===== config.mk =====
export PLATFORM = sky130hd
export DESIGN_NAME = fifo_ptr_ctrl
export DESIGN_NICKNAME = d
export VERILOG_FILES = /design/src/rtl/fifo_ptr_ctrl_pkg.sv /design/src/rtl/fifo_out_buf2.sv /design/src/rtl/fifo_ptr_ctrl.sv
export SDC_FILE = /design/constraint.sdc
export NUM_CORES = 1
export LEC_CHECK = 0
export CORE_ASPECT_RATIO = 0.6
export CORE_MARGIN = 2
export CORE_UTILIZATION = 50
export CTS_BUF_LIST = sky130_fd_sc_hd__clkbuf_4 sky130_fd_sc_hd__clkbuf_8
export CTS_CLUSTER_DIAMETER = 120
export DETAILED_ROUTE_END_ITERATION = 16
export PLACE_DENSITY = 0.85
export SYNTH_ARGS = -nofsm -noshare
export SYNTH_HDL_FRONTEND = slang
export SYNTH_SLANG_ARGS = --single-unit

===== constraint.sdc =====
create_clock -name clk -period 5 [get_ports clk]
set_clock_uncertainty 0.15 [all_clocks]
set_input_delay 1.25 -clock clk [delete_from_list [all_inputs] [get_ports clk]]
set_output_delay 1.25 -clock clk [all_outputs]
set_load 0.005 [all_outputs]

===== src/rtl/fifo_ptr_ctrl_pkg.sv =====
// Shared sizing for the sync FIFO pointer controller.
// CFG_FIFO_DEPTH can be overridden globally and must be a power of two.
`ifndef CFG_FIFO_DEPTH
`define CFG_FIFO_DEPTH 16
`endif

package fifo_ptr_ctrl_pkg;

  localparam int DEFAULT_FIFO_DEPTH = `CFG_FIFO_DEPTH;
  localparam int DEFAULT_ADDR_WIDTH = $clog2(DEFAULT_FIFO_DEPTH);
  localparam int DEFAULT_PTR_WIDTH  = DEFAULT_ADDR_WIDTH + 1;
  localparam int DEFAULT_DATA_WIDTH = 8;

endpackage


===== src/rtl/fifo_out_buf2.sv =====
// Two-entry first-word-fall-through buffer that sits after the RAM read port.
// It absorbs one word of RAM read latency so the output can stream without bubbles.
module fifo_out_buf2 #(
  parameter int DATA_WIDTH = 8
) (
  input  logic                  clk,
  input  logic                  reset_n,
  input  logic                  push,
  input  logic [DATA_WIDTH-1:0] din,
  input  logic                  pop,
  output logic [1:0]            count,
  output logic [DATA_WIDTH-1:0] head
);

  logic [DATA_WIDTH-1:0] entry [2];
  logic                  rd_idx;
  logic                  wr_idx;
  logic                  pop_ok;

  assign pop_ok = pop && (count != 2'd0);
  assign head   = (count != 2'd0) ? entry[rd_idx] : '0;

  always_ff @(posedge clk or negedge reset_n) begin
    if (!reset_n) begin
      entry[0] <= '0;
      entry[1] <= '0;
      rd_idx   <= 1'b0;
      wr_idx   <= 1'b0;
      count    <= 2'd0;
    end else begin
      if (push) begin
        entry[wr_idx] <= din;
        wr_idx        <= ~wr_idx;
      end
      if (pop_ok) begin
        rd_idx <= ~rd_idx;
      end
      count <= count + {1'b0, push} - {1'b0, pop_ok};
    end
  end

  // The read issuer never lets occupancy exceed two, so a push into a full buffer is a bug upstream.
  assert property (@(posedge clk) disable iff (!reset_n) !(push && !pop_ok && count == 2'd2));

endmodule


===== src/rtl/fifo_ptr_ctrl.sv =====
// Pointer and handshake controller for the sync FIFO: drives a 1-cycle-latency RAM,
// exports wrap-extended pointers for the flag comparator and a total occupancy count.
module fifo_ptr_ctrl
  import fifo_ptr_ctrl_pkg::*;
#(
  parameter int FIFO_DEPTH = DEFAULT_FIFO_DEPTH,
  parameter int ADDR_WIDTH = $clog2(FIFO_DEPTH),
  parameter int DATA_WIDTH = DEFAULT_DATA_WIDTH
) (
  input  logic                  clk,
  input  logic                  reset_n,
  input  logic                  i_valid_s,
  input  logic [DATA_WIDTH-1:0] i_data_s,
  output logic                  o_ready_s,
  output logic                  o_mem_we,
  output logic [ADDR_WIDTH-1:0] o_mem_waddr,
  output logic [DATA_WIDTH-1:0] o_mem_wdata,
  output logic                  o_mem_re,
  output logic [ADDR_WIDTH-1:0] o_mem_raddr,
  input  logic [DATA_WIDTH-1:0] i_mem_rdata,
  output logic                  o_valid_m,
  output logic [DATA_WIDTH-1:0] o_data_m,
  input  logic                  i_ready_m,
  output logic [ADDR_WIDTH:0]   o_wr_addr,
  output logic [ADDR_WIDTH:0]   o_rd_addr,
  output logic [ADDR_WIDTH+1:0] o_count
);

  localparam int PTR_WIDTH = ADDR_WIDTH + 1;
  localparam int CNT_WIDTH = ADDR_WIDTH + 2;
  localparam logic [PTR_WIDTH-1:0] DEPTH_PTR = PTR_WIDTH'(FIFO_DEPTH);

  logic [PTR_WIDTH-1:0] wr_ptr;
  logic [PTR_WIDTH-1:0] rd_ptr;
  logic [PTR_WIDTH-1:0] ram_used;
  logic [CNT_WIDTH-1:0] count;
  logic                 in_flight;
  logic                 ram_full;
  logic                 ram_empty;
  logic                 pop;
  logic [1:0]           buf_cnt;
  logic [1:0]           occ;

  // The wrap bit makes a full RAM (difference == depth) distinct from an empty one.
  assign ram_used  = wr_ptr - rd_ptr;
  assign ram_full  = (ram_used == DEPTH_PTR);
  assign ram_empty = (ram_used == '0);

  assign o_ready_s   = !ram_full;
  assign o_mem_we    = i_valid_s && o_ready_s;
  assign o_mem_waddr = wr_ptr[ADDR_WIDTH-1:0];
  assign o_mem_wdata = i_data_s;

  assign o_valid_m = (buf_cnt != 2'd0);
  assign pop       = o_valid_m && i_ready_m;

  // A pop frees a slot this cycle, so a read can be issued even when buffer plus in-flight is two.
  assign occ         = buf_cnt + {1'b0, in_flight};
  assign o_mem_re    = !ram_empty && ((occ < 2'd2) || pop);
  assign o_mem_raddr = rd_ptr[ADDR_WIDTH-1:0];

  assign o_wr_addr = wr_ptr;
  assign o_rd_addr = rd_ptr;
  assign o_count   = count;

  always_ff @(posedge clk or negedge reset_n) begin
    if (!reset_n) begin
      wr_ptr    <= '0;
      rd_ptr    <= '0;
      in_flight <= 1'b0;
      count     <= '0;
    end else begin
      if (o_mem_we) begin
        wr_ptr <= wr_ptr + 1'b1;
      end
      if (o_mem_re) begin
        rd_ptr <= rd_ptr + 1'b1;
      end
      in_flight <= o_mem_re;
      count     <= count + CNT_WIDTH'(o_mem_we) - CNT_WIDTH'(pop);
    end
  end

  fifo_out_buf2 #(
    .DATA_WIDTH (DATA_WIDTH)
  ) u_out_buf (
    .clk     (clk),
    .reset_n (reset_n),
    .push    (in_flight),
    .din     (i_mem_rdata),
    .pop     (pop),
    .count   (buf_cnt),
    .head    (o_data_m)
  );

endmodule


# Word level (Yosys, flattened, before mapping)
# Cells that the tools add are included.
dict set report totals {
  register_bits 37
  latch_bits 0
  mem_bits_rw 0
  rom_bits 0
  in_bits 20
  output_inout_bits 44
  wordCells 42
  n_memories 0
}
dict set report op_classes {
  n_addsub 7
  n_mul 0
  n_div 0
  order_cmp 4
  n_eq_ne 1
  shift 0
  muxes 7
  n_bitwise 4
  n_reduce_logical 10
}
# op count
set ops {}
lappend ops {{2-to-1 mux 8 bit} 5}
lappend ops {{bitwise mux 16 bit} 1}
lappend ops {{adder 5 x 1 -> 5 bit, second input constant} 2}
lappend ops {{demux 8 bit (select 1 bit)} 1}
lappend ops {{adder 6 x 1 -> 6 bit} 1}
lappend ops {{subtractor 6 x 1 -> 6 bit} 1}
lappend ops {{equality test 5 bit, second input constant} 1}
lappend ops {{logical AND 1 bit} 5}
lappend ops {{zero test 5 bit} 1}
lappend ops {{subtractor 5 bit} 1}
lappend ops {{greater-or-equal comparator 2 bit, second input constant} 2}
lappend ops {{NOT 1 -> 2 bit} 2}
lappend ops {{adder 2 x 1 -> 2 bit} 1}
lappend ops {{zero test 1 bit} 2}
lappend ops {{less-than comparator 2 x 1 -> 1 bit, second input constant} 1}
lappend ops {{less-than comparator 2 bit, second input constant} 1}
lappend ops {{NOT 1 bit} 2}
lappend ops {{nonzero test 2 bit} 1}
lappend ops {{subtractor 2 x 1 -> 2 bit} 1}
lappend ops {{logical OR 1 bit} 1}

# Depth between registers and ports, before layout
dict set report logic_depth {
  depth_word 6
  depth_mapped 14
  mapped_depth_nobuf 14
}

# Modules after synthesis
# Synthesis repeated with hierarchy kept, for this count alone.
dict set report hier_totals {
  cells_unflattened 184
  area_unflattened_um2 2150.8
}
# mod n_inst cells_each area_per_inst_um2 seq_area_each_um2
set by_module_without_submodules {}
lappend by_module_without_submodules {fifo_ptr_ctrl 1 117 1218.7 425.4}
lappend by_module_without_submodules {fifo_out_buf2 1 67 932.1 500.5}

# Worst setup path before layout
# Ideal clock, no wire load.
dict set report synth_path {
  path_type {input to output}
  start {in i_ready_m}
  end {out o_mem_re}
  arrival_time_ns 1.872
  required_ns 3.600
  slack_ns 1.728
  path_stages 5
  n_path_buf 0
  cell_sequence {nand2_1 > nand2_1 > o21ai_0 > or2_1 > inv_1}
}
dict set report synth_via {
  elab_chain_len 3
}
# item line
set synth_lines {}
lappend synth_lines {{from (decl)} fifo_ptr_ctrl.sv:23} ;# input logic i_ready_m,
lappend synth_lines {{logical AND 1 bit} fifo_ptr_ctrl.sv:55} ;# assign pop = o_valid_m && i_ready_m;
lappend synth_lines {{logical OR 1 bit} fifo_ptr_ctrl.sv:59} ;# assign o_mem_re = !ram_empty && ((occ < 2'd2) || pop);
lappend synth_lines {{logical AND 1 bit} fifo_ptr_ctrl.sv:59}
lappend synth_lines {{to (decl)} fifo_ptr_ctrl.sv:18} ;# output logic o_mem_re,
# No other way between the ends.

# Worst setup path after layout
# Ends and elaborated chain as after synthesis.

==> results.md <==
- IO Port Bufs: between 40 and 50
- Number of enable flip-flop cells after synthesis: 0
- Fill cell count: 337
- Area leader, netlist: dfrtp_1
- Crit path max fanout: 4
- Required time of the worst setup path: 3.60 ns
- Post-CTS sizing: 0
- Initial antenna violation count: 0
- Clock tree buffer depth: 2
- Via count: 1325
- Setup crit start kind: input port
- Clk slew on worst S/H paths: 0.06 ns
- Most used DFF post-synth: dfrtp_1
- Layout Nets: 255
- Clock Latency Late Sink: 0.28 ns
- TNS Setup: 0 ns
- ANT cells: 0
- Switching share of power: 0.367
- Hold_buf cts: 0
- CP peak stage delay: around 0.5 ns
- Worst Path Arrival: between 2 and 3 ns
- Pre-CTS setup slack: between 0.7 and 0.8 ns
- Post-route ant nets: 0
- Final Hold Viols: 0
- Worst Hold Slack: 0.349 ns
- Worst slew pin tran: 0.802 ns
- Status: complete, no violations
- H-tree levels: 2
- Hpwl dp: between 2 and 3 mm
- Die Y: roughly 54 um
- Site Rows: 18
- RSZ-0062 raised after global routing: no
- CTS tree: built
- DR pass1 iterations: 4
- Core area: 4050 um^2
- Netlist cell types: 34
- Most frequent cells in the layout: 46 x clkdlybuf4s50_1, 37 x dfrtp_1, 20 x inv_1
- DRC: 0
- Family with the most delay on the worst path: buffers and inverters
- Int Power: around 1.3 mW
- PnR worst setup slack: ~0.72 ns
- Post-Syn Area: 2070 um^2
- Share of power burned in the clock network: 0.090
- #FFs+latches synth: 37
- WL/cell: 13.1 um
- Top cells by area, synth: dfrtp_1 45%, mux2_2 8.7%, ha_1 8.5%
- Clock Sinks: 37
- Headroom to the max-slew limit: 0.465
- Psw: 0.748 mW
- Layout Cells excl Fill: about 270
- Post-synthesis sequential area ratio: 0.447
- Leak: 1.17 nW
- Vias/cell: just under 5
- Layout cells sized above 1: 0.137
- Min-delay worst type: reg -> reg
- CP endpoint kind: primary output
- Peak VDD IR: 0.000414 V
- Final Slew Violations: 0
- CP Class: in -> out
- Number of buffers and inverters on the critical path: 3
- Pwr/cell area: 799 nW/um^2
- Worst reg2reg path startpoint: o_rd_addr[1]
- Remaining global-route overflow: 0
- Fraction of registers with async set/reset: 1.00
- Synth top area share: 0.447
- Comb power frac: 0.602
- Crit-path cells: clkdlybuf4s50_1 -> nor2_1 -> nand2_1 -> o21ai_0 -> or2_1 -> inv_1 -> clkdlybuf4s50_1
- Initial DRC count: 13
- Worst path slowest cell: clkdlybuf4s50_1
- Final core utilization: 0.628
- Top-level port count: 64
- Total wire length: 3.52 mm
- Max Fclk: 233 MHz
- Setup bufs post-CTS: 0
- Synth Net Count: between 200 and 250
- Placed cell count: 263
- All-layer global routing usage: 0.165
- CTS Root Cell: clkbuf_8
- Die area: about 4700 um^2
- Worst Min Path Start: u_out_buf.wr_idx
- Placer Congestion: 0.820
- Crit-path most repeated cell: clkdlybuf4s50_1
- Max-Cap Viols: 0
- Largest net degree at the start of global routing: 38
- CP startpoint: i_ready_m
- Mapped Avg Cell Area: 11.3 um^2
- Starting Density: 0.511
- First-pass GRT wire length: 5.80 mm
- Part of the cycle the worst path needs: 0.857
- Total number of yosys warnings: 0
- Area growth syn-to-layout: 22.9%
- Leading cell type in the layout, fill and taps excluded: clkdlybuf4s50_1
- CTS Buf Count: 5
- Die X: 87.1 um
- Fin crit period: 4.28 ns
- Flop pwr share: 0.307
- Setup violations, final: 0
- Vias in the first global route: between 1000 and 1500
- Synth Instances: 184
==> metrics by stage <==
step	cell area [um^2]	power, mW
after floorplan	2070	1.41
after global placement	2470	1.82
after detailed placement	2470	1.87
after CTS	2550	2.06
after global routing	2550	2.23
final	2550	2.03
==> routing by layer <==
layer  part of all wire  track usage  up-vias
li1                   -            -      660
met1               0.53        0.254      629
met2               0.41        0.232       31
met3              0.045       0.0368        5
met4              0.010       0.0462        0
met5                  0            0        -
==> worst paths after layout <==
path | cells after the start | slack [ns] | end
hold reg to reg | 1 | 0.35 | u_out_buf.wr_idx
hold / removal | 1 | 0.35 | u_out_buf.wr_idx
setup reg to reg | 14 | 1.67 | o_count[4]
min in group asynchronous | 1 | 0.91 | u_out_buf.entry[3]
max in group asynchronous | 1 | 3.28 | o_count[2]
setup / recovery | 7 | 0.72 | o_mem_re
==> cells in the mapped netlist (2+ instances only) <==
master,n
dfrtp_1,37
inv_1,20
buf_4,16
mux2_2,16
ha_1,14
xnor2_1,13
nor2_1,12
mux2i_1,8
xor2_1,7
nand3_1,6
a21oi_1,5
nand2_1,4
a21o_1,2
clkbuf_1,2
nor2b_1,2
nor3_1,2
==> kinds of logic (layout without fill, tap and decap cells) <==
family / after synthesis / count (layout) / synth area share
buf+inv: 38 / 73 / 0.0978
flops: 37 / 37 / 0.447
simple gates: 34 / 34 / 0.0858
mux: 26 / 26 / 0.138
xor+xnor: 20 / 20 / 0.0845
fa+ha+maj: 15 / 15 / 0.0942
compound gates: 14 / 14 / 0.0525
==> flip-flops by register name, summed over array words and instances (netlist names) <==
signal            cells
o_count               6
o_wr_addr             5
u_out_buf.wr_idx      1
u_out_buf.count       2
in_flight             1
u_out_buf.entry      16
o_rd_addr             5
u_out_buf.rd_idx      1
==> final cells by class <==
type,count,area [um^2],share of cell area
Clock buffer,5,68.8,0.0270
Clock inverter,1,5.00,0.00197
Inverter,20,75.1,0.0295
Multi-Input combinational cell,109,943,0.371
Sequential cell,37,926,0.364
Tap cell,50,62.6,0.0246
Timing Repair Buffer,47,465,0.183
==> power groups by stage <==
stage,Sequential [mW],Combinational (mW),Clock [mW]
finish,0.626,1.23,0.184
global placement,0.627,1.20,0
detailed placement,0.633,1.24,0
global route,0.656,1.37,0.204
floorplan,0.585,0.829,0
CTS,0.630,1.24,0.190
No activity file was read; power rests on OpenSTA's default activity.
